==> src/rtl/adder_pkg.sv <==
// Shared constants and helpers for the pipelined add/subtract unit.
package adder_pkg;

  localparam logic OP_ADD = 1'b0;
  localparam logic OP_SUB = 1'b1;

  // Number of pipeline stages; a zero chunk is trapped by the top-level check.
  function automatic int unsigned stages(input int unsigned width, input int unsigned chunk);
    return (chunk == 0) ? 1 : width / chunk;
  endfunction

  // One-bit full adder cell: returns {carry_out, sum}.
  function automatic logic [1:0] full_add(input logic x, input logic y, input logic ci);
    return {(x & y) | (x & ci) | (y & ci), x ^ y ^ ci};
  endfunction

endpackage

==> src/rtl/adder_chunk.sv <==
// Combinational CHUNK-bit ripple-carry slice built from full-adder cells.
module adder_chunk
  import adder_pkg::*;
#(
  parameter int unsigned CHUNK = 4
) (
  input  logic [CHUNK-1:0] a,
  input  logic [CHUNK-1:0] b,
  input  logic             ci,
  output logic [CHUNK-1:0] s,
  output logic             co,
  output logic             c_msb_in
);

  logic [CHUNK:0] w_c;

  // Ripple the carry through the slice bit by bit.
  always_comb begin
    w_c    = '0;
    s      = '0;
    w_c[0] = ci;
    for (int i = 0; i < int'(CHUNK); i++) begin
      {w_c[i+1], s[i]} = full_add(a[i], b[i], w_c[i]);
    end
  end

  assign co       = w_c[CHUNK];
  assign c_msb_in = w_c[CHUNK-1];

endmodule

==> src/rtl/pipelined_adder.sv <==
// WIDTH-bit add/subtract unit whose carry chain is cut into CHUNK-bit pipeline stages.
module pipelined_adder
  import adder_pkg::*;
#(
  parameter int unsigned WIDTH = 16,
  parameter int unsigned CHUNK = 4
) (
  input  logic             clk,
  input  logic             rst,
  input  logic             in_valid,
  output logic             in_ready,
  input  logic [WIDTH-1:0] a,
  input  logic [WIDTH-1:0] b,
  input  logic             cin,
  input  logic             sub,
  output logic             out_valid,
  input  logic             out_ready,
  output logic [WIDTH-1:0] sum,
  output logic             cout,
  output logic             ovf
);

  localparam int unsigned STAGES = stages(WIDTH, CHUNK);

  if (CHUNK < 1) begin : g_bad_chunk
    $error("pipelined_adder: CHUNK must be at least 1");
  end else if (WIDTH % CHUNK != 0) begin : g_bad_width
    $error("pipelined_adder: WIDTH must be a multiple of CHUNK");
  end

  logic             w_adv;
  logic [WIDTH-1:0] w_b_eff;
  logic             w_cin_eff;

  // Per-stage combinational values: stage inputs, slice results and next register value.
  logic [WIDTH-1:0] w_x_in  [STAGES];
  logic [WIDTH-1:0] w_y_in  [STAGES];
  logic [WIDTH-1:0] w_x_nxt [STAGES];
  logic             w_c_in  [STAGES];
  logic             w_v_in  [STAGES];
  logic [CHUNK-1:0] w_s     [STAGES];
  logic             w_co    [STAGES];
  logic             w_cm    [STAGES];

  // Stage registers: r_x mixes resolved sum chunks (low) with skewed A chunks (high),
  // r_y carries the still-unused B' chunks.
  logic [WIDTH-1:0] r_x [STAGES];
  logic [WIDTH-1:0] r_y [STAGES];
  logic             r_c [STAGES];
  logic             r_o [STAGES];
  logic             r_v [STAGES];

  // Global advance: the whole pipe moves unless the output is held by downstream.
  assign w_adv    = !r_v[STAGES-1] || out_ready;
  assign in_ready = w_adv;

  // Operand conditioning: subtraction is a + ~b + 1, carry-in ignored.
  always_comb begin
    w_b_eff   = b;
    w_cin_eff = cin;
    case (sub)
      OP_ADD: begin
        w_b_eff   = b;
        w_cin_eff = cin;
      end
      OP_SUB: begin
        w_b_eff   = ~b;
        w_cin_eff = 1'b1;
      end
      default: ;
    endcase
  end

  for (genvar k = 0; k < int'(STAGES); k++) begin : g_stage
    localparam logic [WIDTH-1:0] L_MASK = WIDTH'({CHUNK{1'b1}}) << (k * CHUNK);

    if (k == 0) begin : g_first
      assign w_x_in[k] = a;
      assign w_y_in[k] = w_b_eff;
      assign w_c_in[k] = w_cin_eff;
      assign w_v_in[k] = in_valid;
    end else begin : g_next
      assign w_x_in[k] = r_x[k-1];
      assign w_y_in[k] = r_y[k-1];
      assign w_c_in[k] = r_c[k-1];
      assign w_v_in[k] = r_v[k-1];
    end

    adder_chunk #(.CHUNK(CHUNK)) u_chunk (
      .a        (w_x_in[k][k*CHUNK +: CHUNK]),
      .b        (w_y_in[k][k*CHUNK +: CHUNK]),
      .ci       (w_c_in[k]),
      .s        (w_s[k]),
      .co       (w_co[k]),
      .c_msb_in (w_cm[k])
    );

    // Replace chunk k of the travelling word with its resolved sum bits.
    assign w_x_nxt[k] = (w_x_in[k] & ~L_MASK) | (WIDTH'(w_s[k]) << (k * CHUNK));
  end

  // All stage registers load together on advance; reset flushes every op in flight.
  always_ff @(posedge clk) begin
    if (rst) begin
      for (int unsigned i = 0; i < STAGES; i++) begin
        r_x[i] <= '0;
        r_y[i] <= '0;
        r_c[i] <= 1'b0;
        r_o[i] <= 1'b0;
        r_v[i] <= 1'b0;
      end
    end else if (w_adv) begin
      for (int unsigned i = 0; i < STAGES; i++) begin
        r_x[i] <= w_x_nxt[i];
        r_y[i] <= w_y_in[i];
        r_c[i] <= w_co[i];
        r_o[i] <= w_cm[i] ^ w_co[i];
        r_v[i] <= w_v_in[i];
      end
    end
  end

  assign out_valid = r_v[STAGES-1];
  assign sum       = r_x[STAGES-1];
  assign cout      = r_c[STAGES-1];
  assign ovf       = r_o[STAGES-1];

endmodule

==> config.mk <==
export PLATFORM = sky130hd
export DESIGN_NAME = pipelined_adder
export DESIGN_NICKNAME = d
export VERILOG_FILES = /design/src/rtl/adder_pkg.sv /design/src/rtl/adder_chunk.sv /design/src/rtl/pipelined_adder.sv
export SDC_FILE = /design/constraint.sdc
export NUM_CORES = 1
export LEC_CHECK = 0
export ABC_AREA = 0
export BUFFER_PORTS_ARGS = -buffer_cell sky130_fd_sc_hd__clkbuf_2
export CAP_MARGIN = 40
export CORE_UTILIZATION = 50
export CTS_CLUSTER_DIAMETER = 30
export DETAILED_ROUTE_END_ITERATION = 6
export GPL_TIMING_DRIVEN = 0
export PLACE_DENSITY = 0.8
export SYNTH_ARGS = -nofsm -noshare
export SYNTH_HDL_FRONTEND = slang
export SYNTH_SLANG_ARGS = --single-unit
==> constraint.sdc <==
create_clock -name clk -period 3.6 [get_ports clk]
set_input_delay 0.54 -clock clk [delete_from_list [all_inputs] [get_ports clk]]
set_output_delay 0.54 -clock clk [all_outputs]
set_load 0.1 [all_outputs]
==> out/results.ini, run 1 <==
[run_status]
status = complete, no violations

[clocking]
clock_latency_ns = 0.37
clk_path_buf_depth = 2
cts_tree = yes
clkTransAtPathRegs_ns = 0.09
clk_root_buffer_cell = clkbuf_8
cts_sinks = 97
cts_resized = 0
holdBufCountCts = 0
cts_made_buffers = 9
cts_setup_buffers = 0
htree_levels = 3

[floorplan]
start_util_pct = 52.8
core_area_um2 = 8380
die_w_um = 96.0
die_y_um = 96.0
rows = 33
ios = 58
die_area_um2 = 9220

[yosys]
ys_seq_area_share_pct = 65.9
synth_compound_area_share_pct = 0
synthFlopType = edfxtp_1
synth-simple-area-share_pct = 16.8
synthAdderAreaFrac_pct = 7.24
synth_commonest_cells = edfxtp_1, nor3b_1, inv_1
synth_top_area_cell = edfxtp_1
yosysUniqueCellTypes = 16
synth_area_um2 = 4420
synth_top_family_by_area = simple AND/OR/NAND/NOR gates
synth_area_leaders = edfxtp_1, nor3b_1, fa_1
ys_seq_elements = 97
synth-xor-area-share_pct = 3.37
post-synth-top-count-cell = edfxtp_1
synth.avg_cell_area_um2 = 16.0
synth-async-reset-ratio_pct = 0
yosysWarnings = 0
synth_edf_count = 97
synthDominantCellAreaShare_pct = 65.9
syn_nets = 331
synthMuxAreaShare_pct = 0
synthCells = 277

[pwr]
power.density_nw_per_um2 = 462
p_leak_uw = 0.00201
vdd_drop_max_v = 0.000218
p_total_uw = 2330

[detailed_routing]
dr.pass1.iters = 4
vias = 2345
wl_per_cell_um = 16.5
drc = 0
postRouteWirelength_um = 7480
drtIter0Drc = 164
via_per_inst = 5.18
ant_nets = 0

[final_layout]
diodes = 0
fin_nets = 398
drive_above_1_share_pct = 28.4
fill_cells = 647
synthToLayoutAreaGrowth_pct = 14.2

[sta]
maxSlewViolCount = 0
setup_violations = 0
whs_ns = 0.531
slew_headroom_pct = 63.9
max_freq_mhz = 383
min_period_ns = 2.61
worst_pin_slew_ns = 0.544
tns_ns = 0
grt_setup_unrepaired = no
finalHoldViolations = 0
min_period_over_period_pct = 72.5
fin_worst_skew_ns = 0.0134

[placed_design]
routabilityCongestion = 0.749
port_buffers = 55
dp_hpwl_um = 5050

[critical_path]
crit_top_cell = fa_1
cp_max_fo = 2
slowest_delay_ns = 0.51
crit_required_ns = 3.72
cpMaxStageDelayCell = fa_1
crit_arrival_ns = 2.73
path_cells = inv_1 > fa_1 > inv_1 > fa_1 > fa_1 > fa_1 > xnor2_1 > nor3_1
cp-start-kind = register
end_kind = register
path_class = reg2reg

[global_route]
grt_util_met3_pct = 3.55
grt_max_degree = 72
top_usage_layer = met2
antenna_found_initial = 0
grt.met2_usage_pct = 31.3
use_met1_pct = 23.2
track_usage_pct = 18.7
overflow = 0
grt_pass1_wl_um = 12100
grt_pass1_vias = 2442

[hold_path]
hold_path.class = in2reg

[job]
max-cap-violations = 0

cell type report:
type / instances / area, um^2 / share of cell area, %
clock buffer: 10 / 128 / 2.53
tap: 105 / 131 / 2.60
clock inverter: 5 / 57.6 / 1.14
multi-input combinational: 133 / 1220 / 24.2
buffer: 24 / 209 / 4.14
sequential: 97 / 2910 / 57.7
inverter: 23 / 86.3 / 1.71
timing repair buffer: 56 / 303 / 6.00
where the power goes:
part           leakage, uW  internal, uW  total, uW  switching [uW]
logic             0.000768           111        301             190
registers          0.00115          1330       1350            22.5
clock network    0.0000860           316        683             366
stage by stage:
step | util [%] | instance area (um^2) | cells | worst slack [ns]
2_1_floorplan | - | 4420 | 277 | 0.609
3_3_place_gp | 57.6 | 4830 | 437 | 0.629
3_5_place_dp | 58.0 | 4860 | 438 | 0.672
4_1_cts | 60.2 | 5050 | 453 | 0.970
5_1_grt | 60.2 | 5050 | 453 | 0.835
6_report | 60.2 | 5050 | 453 | 0.990
final timing paths:
path | startpoint | to | slack, ns | cells past startpoint
worst min register to register | r_x[2][9] | r_x[3][9] | 0.62 | 1
worst max-delay path | r_y[0][44] | r_o[3] | 0.99 | 8
worst min-delay path | a[14] | r_x[0][14] | 0.53 | 2
worst max register to register | r_y[0][44] | r_o[3] | 0.99 | 8
layer usage:
metal	up-vias	share of wire [%]
met5	-	0
met4	0	2.4
met3	14	4.9
met2	78	50
met1	1129	42
li1	1124	-
sequential cells by signal (all words and copies together) (netlist names):
signal  count
r_o         1
r_v         4
r_c         4
r_x        64
r_y        24
critical path: cells and delay by family, from the launching register on:
kind | cells | cell delay, ns
fa+ha+maj | 4 | 1.60
flops | 1 | 0.38
xor+xnor | 1 | 0.19
buf+inv | 2 | 0.13
simple gates | 1 | 0.07
cell usage in the layout (no fill, tap or decap):
cell,n
nor3_2,9
buf_8,1
clkinv_1,1
buf_2,2
xor2_1,2
clkbuf_1,7
nor2b_4,1
nor3_1,13
or2_2,1
edfxtp_1,97
clkinv_4,1
clkbuf_8,9
clkinvlp_4,2
buf_4,2
inv_1,23
nor3b_1,75
nand2b_4,1
xnor2_1,15
clkbuf_2,55
fa_1,16
bufinv_16,1
buf_16,1
buf_6,13
cell families after synthesis:
group                    after synthesis
buffers and inverters                 47
flip-flops                            97
AND/OR/NAND/NOR                      100
adder cells (fa/ha/maj)               16
XOR/XNOR                              17
No activity file was read; power rests on OpenSTA's default activity.
==> run 2, diff against run 1 <==
- PLACE_DENSITY: 0.8 -> 0.78
- clock period: 3.6 -> 2.5 ns (I/O delays scaled with it)
==> run 2 against run 1 <==
Net effect:
- non-clock buffer count is 1 higher
- critical path depth is 1 lower
- global-route usage is 0.65 points lower
- total power is 51% higher
- largest power group unchanged
==> out/results.ini, run 2 (synthesis results as in run 1) <==
[clocking]
cts_tree = yes
clk_path_buf_depth = 2
clock_latency_ns = 0.36
htree_levels = 3
holdBufCountCts = 0
cts_sinks = 97
clkTransAtPathRegs_ns = 0.10
clk_root_buffer_cell = clkbuf_8
cts_made_buffers = 9

[pwr]
pwr-share-seq_pct = 55.4
power_frac_comb_pct = 12.4
power.density_nw_per_um2 = 687
switchingPower_uw = 867
internal_power_uw = 2650
clock_power_share_pct = 32.1
p_sw_share_pct = 24.6
p_leak_uw = 0.00203
p_total_uw = 3520
vdd_drop_max_v = 0.000312

[critical_path]
cp_max_fo = 2
cp-start-kind = register
path_cells = inv_1 > fa_1 > inv_1 > fa_2 > fa_2 > fa_2 > nor3b_1
cp_top_family = adder cells
end_kind = register
slowest_delay_ns = 0.56
path_class = reg2reg
crit_arrival_ns = 2.59
crit_required_ns = 2.71
cpMaxStageDelayCell = fa_2
cp_num_buf_inv = 2
crit_top_cell = fa_2

[final_layout]
seqCellArea_um2 = 2910
top_regs = r_x x64, r_y x24
multi_input_area_um2 = 1240
final_common_cell = edfxtp_1
fin_nets = 399
largest_register_ffs = 64
synthToLayoutAreaGrowth_pct = 15.8
fill_cells = 627
final_cell_mix = edfxtp_1, nor3b_1, clkbuf_2
top_register = r_x
diodes = 0
drive_above_1_share_pct = 31.7

[sta]
maxSlewViolCount = 0
max_freq_mhz = 420
worst_pin_slew_ns = 0.701
whs_ns = 0.372
setup_violations = 0
slew_headroom_pct = 53.3
worst_slack_ns = 0.117
min_period_ns = 2.38
min_period_over_period_pct = 95.3
grt_setup_unrepaired = no
fin_worst_skew_ns = 0.0145
finalHoldViolations = 0

[placed_design]
routabilityCongestion = 0.740
dp_hpwl_um = 5130
place_ws_ns = -0.138
port_buffers = 55

[global_route]
track_usage_pct = 18.0
grt_max_degree = 55
grt_pass1_vias = 2346
antenna_found_initial = 0
grt_pass1_wl_um = 11700
overflow = 0

[floorplan]
die_y_um = 96.0
core_area_um2 = 8380
start_util_pct = 52.8
ios = 58
die_area_um2 = 9220
rows = 33
die_w_um = 96.0

[hold_path]
hold_path.class = in2reg

[detailed_routing]
ant_nets = 0
wl_per_cell_um = 16.5
via_per_inst = 5.24
vias = 2383
dr.pass1.iters = 4
drtIter0Drc = 175
postRouteWirelength_um = 7500
drc = 0

[run_status]
status = complete, no violations

[job]
max-cap-violations = 0

run 2: changes by cell type in the layout (fill, tap and decap cells not counted), moves of 2 or more:
| cell | before | now |
|---|---|---|
| inv_6 | 0 | 2 |
| fa_2 | 0 | 6 |
| clkinvlp_4 | 2 | 0 |
| buf_12 | 0 | 2 |
| fa_1 | 16 | 10 |
run 2: worst register-to-register path, stage by stage (launching register included):
cell,delay [ns]
edfxtp_1,0.38
inv_1,0.08
fa_1,0.16
inv_1,0.05
fa_2,0.39
fa_2,0.43
fa_2,0.57
nor3b_1,0.17
run 2: through the flow:
step           TNS (ns)  area [um^2]  util [%]  cells
2_1_floorplan   -0.0322         4450         -    277
3_3_place_gp     -0.196         4860      58.0    437
3_5_place_dp     -0.291         4880      58.2    438
4_1_cts               0         5110      60.9    454
5_1_grt               0         5120      61.1    455
6_report              0         5120      61.1    455
run 2: layout make-up:
cell class | count | share of cell area (%)
sequential | 97 | 56.9
tap | 105 | 2.57
buffer | 24 | 4.25
clock inverter | 7 | 1.96
multi-input combinational | 133 | 24.3
inverter | 23 | 1.69
clock buffer | 9 | 2.42
timing repair buffer | 57 | 5.92
run 2: repair_timing:
action                                  in CTS  in global routing
pin swaps                                    1                  2
endpoints found under the hold margin        0                  0
gates resized for setup                      1                  2
buffers inserted                             0                  1
endpoints found under the setup margin       3                  3
run 2: path summary, 6_finish.rpt:
check,startpoint,endpoint,slack [ns],depth (start not counted)
max,r_c[2],r_x[3][15],0.12,7
min,in_valid,r_v[0],0.37,2
max reg2reg,r_c[2],r_x[3][15],0.12,7
min reg2reg,r_x[2][11],r_x[3][11],0.61,1
run 2: routing by layer:
metal | track usage, % | wire (um) | vias up
met3 | 3.87 | 399 | 12
met2 | 30.4 | 3870 | 79
met4 | 8.96 | 165 | 0
met1 | 21.8 | 3070 | 1166
li1 | - | - | 1126
met5 | 0 | 0 | -
run 2: power by group through the flow:
stage / logic, uW / registers [uW] / clock network, uW
floorplan: 215 / 2100 / 0
global placement: 423 / 1980 / 0
detailed placement: 439 / 1990 / 0
CTS: 441 / 1950 / 1140
global route: 474 / 1960 / 1190
finish: 438 / 1950 / 1130
==> run 3, diff against run 2 <==
==> constraint.sdc (replaced) <==
create_clock -name clk -period 2.5 [get_ports clk]
set_input_delay 0.5 -clock clk [delete_from_list [all_inputs] [get_ports clk]]
set_output_delay 0.5 -clock clk [all_outputs]
set_load 0.1 [all_outputs]
==> run 3 against run 2 <==
Net effect:
- final area fell by 0.86%
- flip-flop and latch count unchanged
- largest cell class unchanged
- hold slack improved by 0.12 ns
- fmax up 0.86%
- die area unchanged
- clock power decreased by 23%
- register-to-register slack better by 0.02 ns
- sequential power about the same
- critical path type unchanged
- count of clock-buffer cells in the layout unchanged
- cell count down 0.22%
- largest power group unchanged
==> out/results.ini, run 3 (synthesis results as in run 1) <==
[final_layout]
diodes = 0
final_cell_mix = edfxtp_1, nor3b_1, clkbuf_2
final_util_pct = 60.5
fin_nets = 399
largest_register_ffs = 64
final_common_cell = edfxtp_1
drive_above_1_share_pct = 31.2
synthToLayoutAreaGrowth_pct = 14.8
top_regs = r_x x64, r_y x24
top_register = r_x

[detailed_routing]
drtIter0Drc = 176
dr.pass1.iters = 4
wl_per_cell_um = 16.4
ant_nets = 0
drc = 0
via_per_inst = 5.13
vias = 2330
postRouteWirelength_um = 7460

[floorplan]
die_w_um = 96.0
core_area_um2 = 8380
rows = 33
die_area_um2 = 9220
ios = 58
start_util_pct = 52.8
die_y_um = 96.0

[placed_design]
dp_hpwl_um = 4990
routabilityCongestion = 0.732
port_buffers = 55
place_ws_ns = -0.242

[clocking]
clock_latency_ns = 0.37
clk_path_buf_depth = 2
clkTransAtPathRegs_ns = 0.09
htree_levels = 3
holdBufCountCts = 0
clk_root_buffer_cell = clkbuf_8
cts_tree = yes
cts_made_buffers = 9
cts_sinks = 97

[sta]
worst_pin_slew_ns = 0.552
min_period_ns = 2.36
max_freq_mhz = 423
worst_slack_ns = 0.137
slew_headroom_pct = 63.2
setup_violations = 0
finalHoldViolations = 0
maxSlewViolCount = 0
fin_worst_skew_ns = 0.0121
min_period_over_period_pct = 94.5
grt_setup_unrepaired = no

[critical_path]
path_class = reg2reg
cpMaxStageDelayCell = fa_1
crit_required_ns = 2.72
slowest_delay_ns = 0.45
path_cells = inv_1 > fa_1 > inv_1 > fa_1 > fa_1 > inv_1 > fa_1 > nor3_2
cp_max_fo = 1
crit_arrival_ns = 2.59
cp-start-kind = register
end_kind = register
cp_top_family = adder cells
crit_top_cell = fa_1
cp_num_buf_inv = 3

[global_route]
overflow = 0
grt_pass1_wl_um = 11800
grt_max_degree = 69
track_usage_pct = 18.1
grt_pass1_vias = 2333
antenna_found_initial = 0

[pwr]
p_leak_uw = 0.00200
power.density_nw_per_um2 = 642
vdd_drop_max_v = 0.000307

[hold_path]
hold_path.class = in2reg

[job]
max-cap-violations = 0

[run_status]
status = complete, no violations

[run 3: repair_timing]
item | in CTS | in global routing
pin swaps | 1 | 2
gates cloned | 0 | 0
setup buffers | 0 | 1
resized for setup | 2 | 3
setup endpoints to repair | 3 | 3
[run 3: layer usage]
layer  up-vias  routed length [um]  global-route usage, %
met3        13                 374                   3.71
met5         -                   0                      0
met4         0                 137                   7.09
met2        67                3920                   31.8
li1       1122                   -                      -
met1      1128                3030                   21.7
[run 3: stage by stage]
stage | cell area [um^2] | total power, uW | setup TNS [ns] | instances | hold WS [ns]
after floorplan | 4450 | 2310 | -0.267 | 277 | 0.570
after global placement | 4860 | 2400 | -0.447 | 437 | 0.577
after detailed placement | 4890 | 2420 | -0.639 | 438 | 0.589
after CTS | 5050 | 3270 | 0 | 453 | 0.482
after global routing | 5070 | 3360 | 0 | 454 | 0.500
final | 5070 | 3260 | 0 | 454 | 0.491
[run 3: area by class of cell]
class                           instances  area [um^2]
Buffer                                 24          218
Clock buffer                            9          124
Clock inverter                          6         36.3
Fill cell                             643         3310
Inverter                               23         86.3
Multi-Input combinational cell        133         1260
Sequential cell                        97         2910
Tap cell                              105          131
Timing Repair Buffer                   57          310
[run 3: path summary, 6_finish.rpt]
path | start | slack [ns] | endpoint | cells past startpoint
min | a[7] | 0.49 | r_x[0][7] | 2
min reg2reg | r_y[0][9] | 0.61 | r_y[0][25] | 1
max | r_c[1] | 0.14 | r_x[2][11] | 8
max reg2reg | r_c[1] | 0.14 | r_x[2][11] | 8
[run 3: power breakdown]
| part | internal (uW) | switching (uW) | leakage [uW] | total (uW) |
|---|---|---|---|---|
| Clock | 349 | 522 | 0.0000778 | 871 |
| Combinational | 163 | 272 | 0.000771 | 435 |
| Sequential | 1910 | 35.5 | 0.00115 | 1950 |
| Total | 2430 | 830 | 0.00200 | 3260 |
